==> src/rtl/vga_timing_pkg.sv <==
// Shared timing definitions for the VGA timing controller.
// Holds the counter width, the default 640x480@60 timing and the one-hot
// phase encoding used by both the horizontal and the vertical sequencer.
package vga_timing_pkg;

    localparam int unsigned CNT_W = 10;

    localparam int unsigned DEF_H_FP   = 16;
    localparam int unsigned DEF_H_SYNC = 96;
    localparam int unsigned DEF_H_BP   = 48;
    localparam int unsigned DEF_H_VID  = 640;
    localparam int unsigned DEF_V_FP   = 10;
    localparam int unsigned DEF_V_SYNC = 2;
    localparam int unsigned DEF_V_BP   = 33;
    localparam int unsigned DEF_V_VID  = 480;

    typedef enum logic [3:0] {
        FRONT_PORCH = 4'b0001,
        SYNC        = 4'b0010,
        BACK_PORCH  = 4'b0100,
        VIDEO       = 4'b1000
    } phase_t;

endpackage

==> src/rtl/vga_timing_ctrl_phase_seq.sv <==
// phase_seq: four-phase counter (front porch -> sync -> back porch -> video).
// Ports:
//   i_clk, i_rst_n : clock, asynchronous active-low reset
//   i_adv          : advance one count this cycle
//   i_clr          : force front porch count 0 (wins over i_adv)
//   o_phase        : current phase (registered)
//   o_count        : count within the phase, 0..len-1 (registered)
//   o_wrap_c       : last count of the video phase (combinational decode)
module phase_seq
    import vga_timing_pkg::*;
#(
    parameter int unsigned FP_LEN   = DEF_H_FP,
    parameter int unsigned SYNC_LEN = DEF_H_SYNC,
    parameter int unsigned BP_LEN   = DEF_H_BP,
    parameter int unsigned VID_LEN  = DEF_H_VID
) (
    input  logic             i_clk,
    input  logic             i_rst_n,
    input  logic             i_adv,
    input  logic             i_clr,
    output phase_t           o_phase,
    output logic [CNT_W-1:0] o_count,
    output logic             o_wrap_c
);

    phase_t           r_phase;
    logic [CNT_W-1:0] r_count;
    logic [CNT_W-1:0] w_last;
    phase_t           w_next_phase;

    // Terminal count and successor for the current phase
    always_comb begin
        w_last       = '0;
        w_next_phase = FRONT_PORCH;
        case (r_phase)
            FRONT_PORCH: begin
                w_last       = CNT_W'(FP_LEN - 1);
                w_next_phase = SYNC;
            end
            SYNC: begin
                w_last       = CNT_W'(SYNC_LEN - 1);
                w_next_phase = BACK_PORCH;
            end
            BACK_PORCH: begin
                w_last       = CNT_W'(BP_LEN - 1);
                w_next_phase = VIDEO;
            end
            VIDEO: begin
                w_last       = CNT_W'(VID_LEN - 1);
                w_next_phase = FRONT_PORCH;
            end
            default: begin
                w_last       = '0;
                w_next_phase = FRONT_PORCH;
            end
        endcase
    end

    always_ff @(posedge i_clk or negedge i_rst_n) begin
        if (!i_rst_n) begin
            r_phase <= FRONT_PORCH;
            r_count <= '0;
        end else if (i_clr) begin
            r_phase <= FRONT_PORCH;
            r_count <= '0;
        end else if (i_adv) begin
            if (r_count == w_last) begin
                r_phase <= w_next_phase;
                r_count <= '0;
            end else begin
                r_count <= r_count + CNT_W'(1);
            end
        end
    end

    assign o_phase  = r_phase;
    assign o_count  = r_count;
    assign o_wrap_c = (r_phase == VIDEO) && (r_count == CNT_W'(VID_LEN - 1));

endmodule

==> src/rtl/vga_timing_ctrl.sv <==
// vga_timing_ctrl: VGA sync/active-video timing generator.
// Ports:
//   pixelClk, rst : pixel clock, asynchronous active-low reset
//   enable        : run request, honoured only when idle or at the frame boundary
//   running       : timing sequence active
//   hsync, vsync  : active-low sync pulses
//   dataValid     : active-video pixel
//   pixelX/Y      : active column/row, 0 outside active video
//   frameStart    : pulse on pixel (0,0)
//   lineEnd       : pulse on the last active pixel of each active line
// All outputs are decodes of registered state; they change with the state,
// so reset forces them idle without waiting for a clock edge.
module vga_timing_ctrl
    import vga_timing_pkg::*;
#(
    parameter int unsigned H_FP   = DEF_H_FP,
    parameter int unsigned H_SYNC = DEF_H_SYNC,
    parameter int unsigned H_BP   = DEF_H_BP,
    parameter int unsigned H_VID  = DEF_H_VID,
    parameter int unsigned V_FP   = DEF_V_FP,
    parameter int unsigned V_SYNC = DEF_V_SYNC,
    parameter int unsigned V_BP   = DEF_V_BP,
    parameter int unsigned V_VID  = DEF_V_VID
) (
    input  logic             pixelClk,
    input  logic             rst,
    input  logic             enable,
    output logic             running,
    output logic             hsync,
    output logic             vsync,
    output logic             dataValid,
    output logic [CNT_W-1:0] pixelX,
    output logic [CNT_W-1:0] pixelY,
    output logic             frameStart,
    output logic             lineEnd
);

    logic             r_running;
    phase_t           w_h_phase;
    phase_t           w_v_phase;
    logic [CNT_W-1:0] w_h_count;
    logic [CNT_W-1:0] w_v_count;
    logic             w_h_wrap;
    logic             w_v_wrap;
    logic             w_v_adv;
    logic             w_clr;
    logic             w_dv;
    logic             w_frame_end;

    // Idle holds both sequencers at front porch 0; a line ends on the last video pixel
    assign w_clr       = ~r_running;
    assign w_v_adv     = r_running & w_h_wrap;
    assign w_frame_end = w_h_wrap & w_v_wrap;

    phase_seq #(
        .FP_LEN  (H_FP),
        .SYNC_LEN(H_SYNC),
        .BP_LEN  (H_BP),
        .VID_LEN (H_VID)
    ) u_h_seq (
        .i_clk   (pixelClk),
        .i_rst_n (rst),
        .i_adv   (r_running),
        .i_clr   (w_clr),
        .o_phase (w_h_phase),
        .o_count (w_h_count),
        .o_wrap_c(w_h_wrap)
    );

    phase_seq #(
        .FP_LEN  (V_FP),
        .SYNC_LEN(V_SYNC),
        .BP_LEN  (V_BP),
        .VID_LEN (V_VID)
    ) u_v_seq (
        .i_clk   (pixelClk),
        .i_rst_n (rst),
        .i_adv   (w_v_adv),
        .i_clr   (w_clr),
        .o_phase (w_v_phase),
        .o_count (w_v_count),
        .o_wrap_c(w_v_wrap)
    );

    // Run flag: enable is only looked at while idle or on the frame's last pixel,
    // where both sequencers naturally wrap back to front porch 0
    always_ff @(posedge pixelClk or negedge rst) begin
        if (!rst) begin
            r_running <= 1'b0;
        end else if (!r_running || w_frame_end) begin
            r_running <= enable;
        end
    end

    assign w_dv       = r_running & (w_h_phase == VIDEO) & (w_v_phase == VIDEO);
    assign running    = r_running;
    assign hsync      = ~(r_running & (w_h_phase == SYNC));
    assign vsync      = ~(r_running & (w_v_phase == SYNC));
    assign dataValid  = w_dv;
    assign pixelX     = w_dv ? w_h_count : '0;
    assign pixelY     = w_dv ? w_v_count : '0;
    assign lineEnd    = w_dv & w_h_wrap;
    assign frameStart = w_dv & (w_h_count == '0) & (w_v_count == '0);

endmodule
==> config.mk <==
export PLATFORM = sky130hd
export DESIGN_NAME = vga_timing_ctrl
export DESIGN_NICKNAME = d
export VERILOG_FILES = /design/src/rtl/vga_timing_pkg.sv /design/src/rtl/vga_timing_ctrl_phase_seq.sv /design/src/rtl/vga_timing_ctrl.sv
export SDC_FILE = /design/constraint.sdc
export NUM_CORES = 1
export LEC_CHECK = 0
export ABC_AREA = 1
export BUFFER_PORTS_ARGS = -buffer_cell sky130_fd_sc_hd__buf_2
export CAP_MARGIN = 0
export CORE_MARGIN = 5
export CORE_UTILIZATION = 45
export CTS_CLUSTER_SIZE = 14
export DETAILED_ROUTE_END_ITERATION = 12
export GPL_TIMING_DRIVEN = 1
export PLACE_DENSITY = 0.65
export SLEW_MARGIN = 20
export SYNTH_ARGS = -nofsm -noshare
export SYNTH_HDL_FRONTEND = slang
export SYNTH_SLANG_ARGS = --single-unit
==> constraint.sdc <==
create_clock -name pixelClk -period 3.1 [get_ports pixelClk]
set_clock_uncertainty 0.2 [all_clocks]
set_input_delay 0.155 -clock pixelClk [delete_from_list [all_inputs] [get_ports pixelClk]]
set_output_delay 0.155 -clock pixelClk [all_outputs]
set_load 0.01 [all_outputs]
==> impl_metrics.env <==
export IMPL_setup_viol=0
export IMPL_peakVddDrop_mv=0.234
export IMPL_fin_util=0.537
export IMPL_grt_start_max_net_pins=30
export IMPL_fin_nets=339
export IMPL_power_leakage_nw=1.25
export IMPL_hold_viol_final=0
export IMPL_fillers=444
export IMPL_vias=1948
export IMPL_hold_class="input port to asynchronous set/reset pin"
export IMPL_drt_total_wl_mm=5.08
export IMPL_viasPerCell=5.06
export IMPL_grt_overflow=0
export IMPL_setup_tns_final_ns=0
export IMPL_rrSetupSlack_ns=1.07
export IMPL_wl_per_cell_um=13.2
export IMPL_startpoint_type="flip-flop"
export IMPL_pin_count=29
export IMPL_powerDensity_nw_per_um2=294
export IMPL_r2r_start="u_h_seq.o_count[0]"
export IMPL_cts_root_buf="clkbuf_8"
export IMPL_grt_antenna_before_repair=0
export IMPL_grt_pass1_wl_mm=8.60
export IMPL_die_h_um=78.1
export IMPL_power_mw=0.697
export IMPL_tightest_slew_ns=0.682
export IMPL_finalCriticalPeriod_ns=2.35
export IMPL_start_util=0.472
export IMPL_reg2reg_depth=8
export IMPL_drc=0
export IMPL_gp_congestion=0.849
export IMPL_syn_to_final_growth_pct=13.6
export IMPL_muxShareOfSynthArea=0
export IMPL_path_class="flip-flop to primary output"
export IMPL_yosys_area_share_simple=0.461
export IMPL_whs_ns=0.240
export IMPL_avgSynthCellArea_um2=6.95
export IMPL_netlist_instances=300
export IMPL_drtAntennaViolNets=0
export IMPL_cts_buffers=5
export IMPL_ys_ff_latch=29
export IMPL_status="completed"
export IMPL_synth_area_um2=2080
export IMPL_yosysSeqAreaShare=0.349
export IMPL_cts_num_sinks=29
export IMPL_synth_fa_ha_area_frac=0.0240
export IMPL_grt_pass1_vias=1820
export IMPL_r2r_end="u_v_seq.o_count[4]"
export IMPL_dpl_hpwl_mm=3.72
export IMPL_h_tree_depth=2
export IMPL_maxCapViolations=0
export IMPL_synthDistinctLibCells=30
export IMPL_path_clk_slew_ns=0.06
export IMPL_required_ns=2.74
export IMPL_drtIter0Drc=59
export IMPL_synth_nets=307
export IMPL_fp_coreArea_um2=4410
export IMPL_io_buffers=28
export IMPL_dieArea_um2=6090
export IMPL_grt_usage=0.175
export IMPL_antenna_cells=0
export IMPL_cts_tree="yes"
export IMPL_synth_top_family_by_area="simple AND/OR/NAND/NOR gates"
export IMPL_crit_fanout=21
export IMPL_rsz0062_at_grt="no"
export IMPL_critPathCaptureType="primary output"
export IMPL_clkLatencyLatePin_ns=0.29
export IMPL_num_rows=24
export IMPL_slew_violations=0
export IMPL_synth_compound_area_frac=0.0306
export IMPL_fmax_ghz=0.425
export IMPL_chipWidth_um=78.1
export IMPL_synthXorXnorAreaFrac=0.0420
export IMPL_arrival_ns=2.00
export IMPL_drt_pass1_iter_count=4
export IMPL_yosys_warnings=0
export IMPL_slew_headroom=0.546
export IMPL_clock_path_buffers=2
export IMPL_drive_above_1_share=0.201
export IMPL_post_route_period_util=0.760
## timing repair
item | in CTS | in global routing
hold endpoints to repair | 28 | 0
resized for setup | 0 | 0
buffers inserted | 0 | 0
hold buffers | 2 | 0
## worst max-delay path: stages (launching register included)
cell,delay [ns]
dfrtp_1,0.41
inv_1,0.08
nand2_1,0.05
nor2_1,0.22
nand2_1,0.11
nor2_1,0.17
inv_1,0.32
nor2_1,0.19
buf_2,0.15
## cells by family after synthesis
| logic type | Yosys count |
|---|---|
| buffers and inverters | 50 |
| adder cells (fa/ha/maj) | 4 |
| AO/OA/AOI/OAI | 9 |
| flip-flops | 29 |
| XOR/XNOR | 10 |
| AND/OR/NAND/NOR | 198 |
## flip-flops by register name, summed over array words and instances (netlist names)
register and count:
running 1, u_v_seq.o_phase 4, u_h_seq.o_count 10, u_h_seq.o_phase 4, u_v_seq.o_count 10
## synth_stat cells
| master | instances | share of area |
|---|---|---|
| clkbuf_1 | 2 | 0.0036 |
| inv_1 | 40 | 0.072 |
| nand3b_1 | 1 | 0.0036 |
| buf_1 | 1 | 0.0018 |
| nor2_1 | 57 | 0.10 |
| nand3_4 | 1 | 0.0084 |
| nor2_4 | 2 | 0.011 |
| nand2_2 | 6 | 0.018 |
| nor3_1 | 5 | 0.012 |
| o41ai_1 | 1 | 0.0042 |
| o21ai_0 | 5 | 0.012 |
| a211oi_1 | 1 | 0.0036 |
| ha_1 | 4 | 0.024 |
| o21ai_4 | 1 | 0.0078 |
| nand4_1 | 10 | 0.030 |
| nor2_8 | 2 | 0.019 |
| nand4_2 | 1 | 0.0060 |
| xnor2_1 | 1 | 0.0042 |
| nand2_4 | 3 | 0.016 |
| dfrtp_1 | 27 | 0.32 |
| buf_4 | 1 | 0.0036 |
| nand3_1 | 35 | 0.084 |
| inv_2 | 4 | 0.0072 |
| dfstp_2 | 2 | 0.025 |
| xor2_1 | 9 | 0.038 |
| a31oi_1 | 1 | 0.0030 |
| nand3_2 | 1 | 0.0048 |
| nand2_1 | 64 | 0.12 |
| buf_2 | 2 | 0.0048 |
| nor2_2 | 10 | 0.030 |
## power breakdown
group / leakage (nW) / internal (mW) / switching (mW)
clock network: 0.0395 / 0.159 / 0.148
logic: 0.829 / 0.00270 / 0.00803
registers: 0.383 / 0.379 / 0
total: 1.25 / 0.541 / 0.156
## worst max path at each step
stage | from | to | slack, ns | depth (start not counted)
2_1_floorplan | u_v_seq.o_phase[2] | pixelX[0] | 1.33 | 8
3_3_place_gp | u_v_seq.o_phase[2] | pixelX[3] | 1.08 | 8
3_5_place_dp | u_v_seq.o_phase[2] | pixelY[7] | 1.07 | 8
4_1_cts | u_v_seq.o_phase[2] | pixelY[7] | 0.74 | 8
5_1_grt | u_v_seq.o_phase[1] | pixelY[3] | 0.50 | 8
6_report | u_v_seq.o_phase[2] | pixelY[7] | 0.75 | 8
## per-stage QoR
stage          area (um2)  instances  setup slack, ns
2_1_floorplan        2080        300             1.33
3_3_place_gp         2270        375             1.08
3_5_place_dp         2270        375             1.07
4_1_cts              2370        385            0.744
5_1_grt              2370        385            0.499
6_report             2370        385            0.745
## metal layers
layer  track usage  part of all wire
met3        0.0343             0.042
met5             0                 0
met1         0.249              0.51
met4        0.0861             0.025
met2         0.252              0.43
## cell usage in the layout (no fill, tap or decap), drive strengths merged
cell type    count
ha               4
dfrtp           27
a31oi            1
nand3b           1
nand3           37
buf             29
nor2            71
o21ai            6
xor2             9
nand2           73
clkbuf           8
xnor2            1
nor3             5
dlygate4sd3      2
o41ai            1
nand4           11
a211oi           1
inv             44
dfstp            2
## final cells by class
cell class	count	area, um2	share of cell area
Tap cell	52	65.1	0.0275
Multi-Input combinational cell	221	1160	0.491
Timing Repair Buffer	31	168	0.0708
Inverter	44	165	0.0697
Sequential cell	29	728	0.307
Clock buffer	8	80.1	0.0338
(Power assumes the default switching activity.)
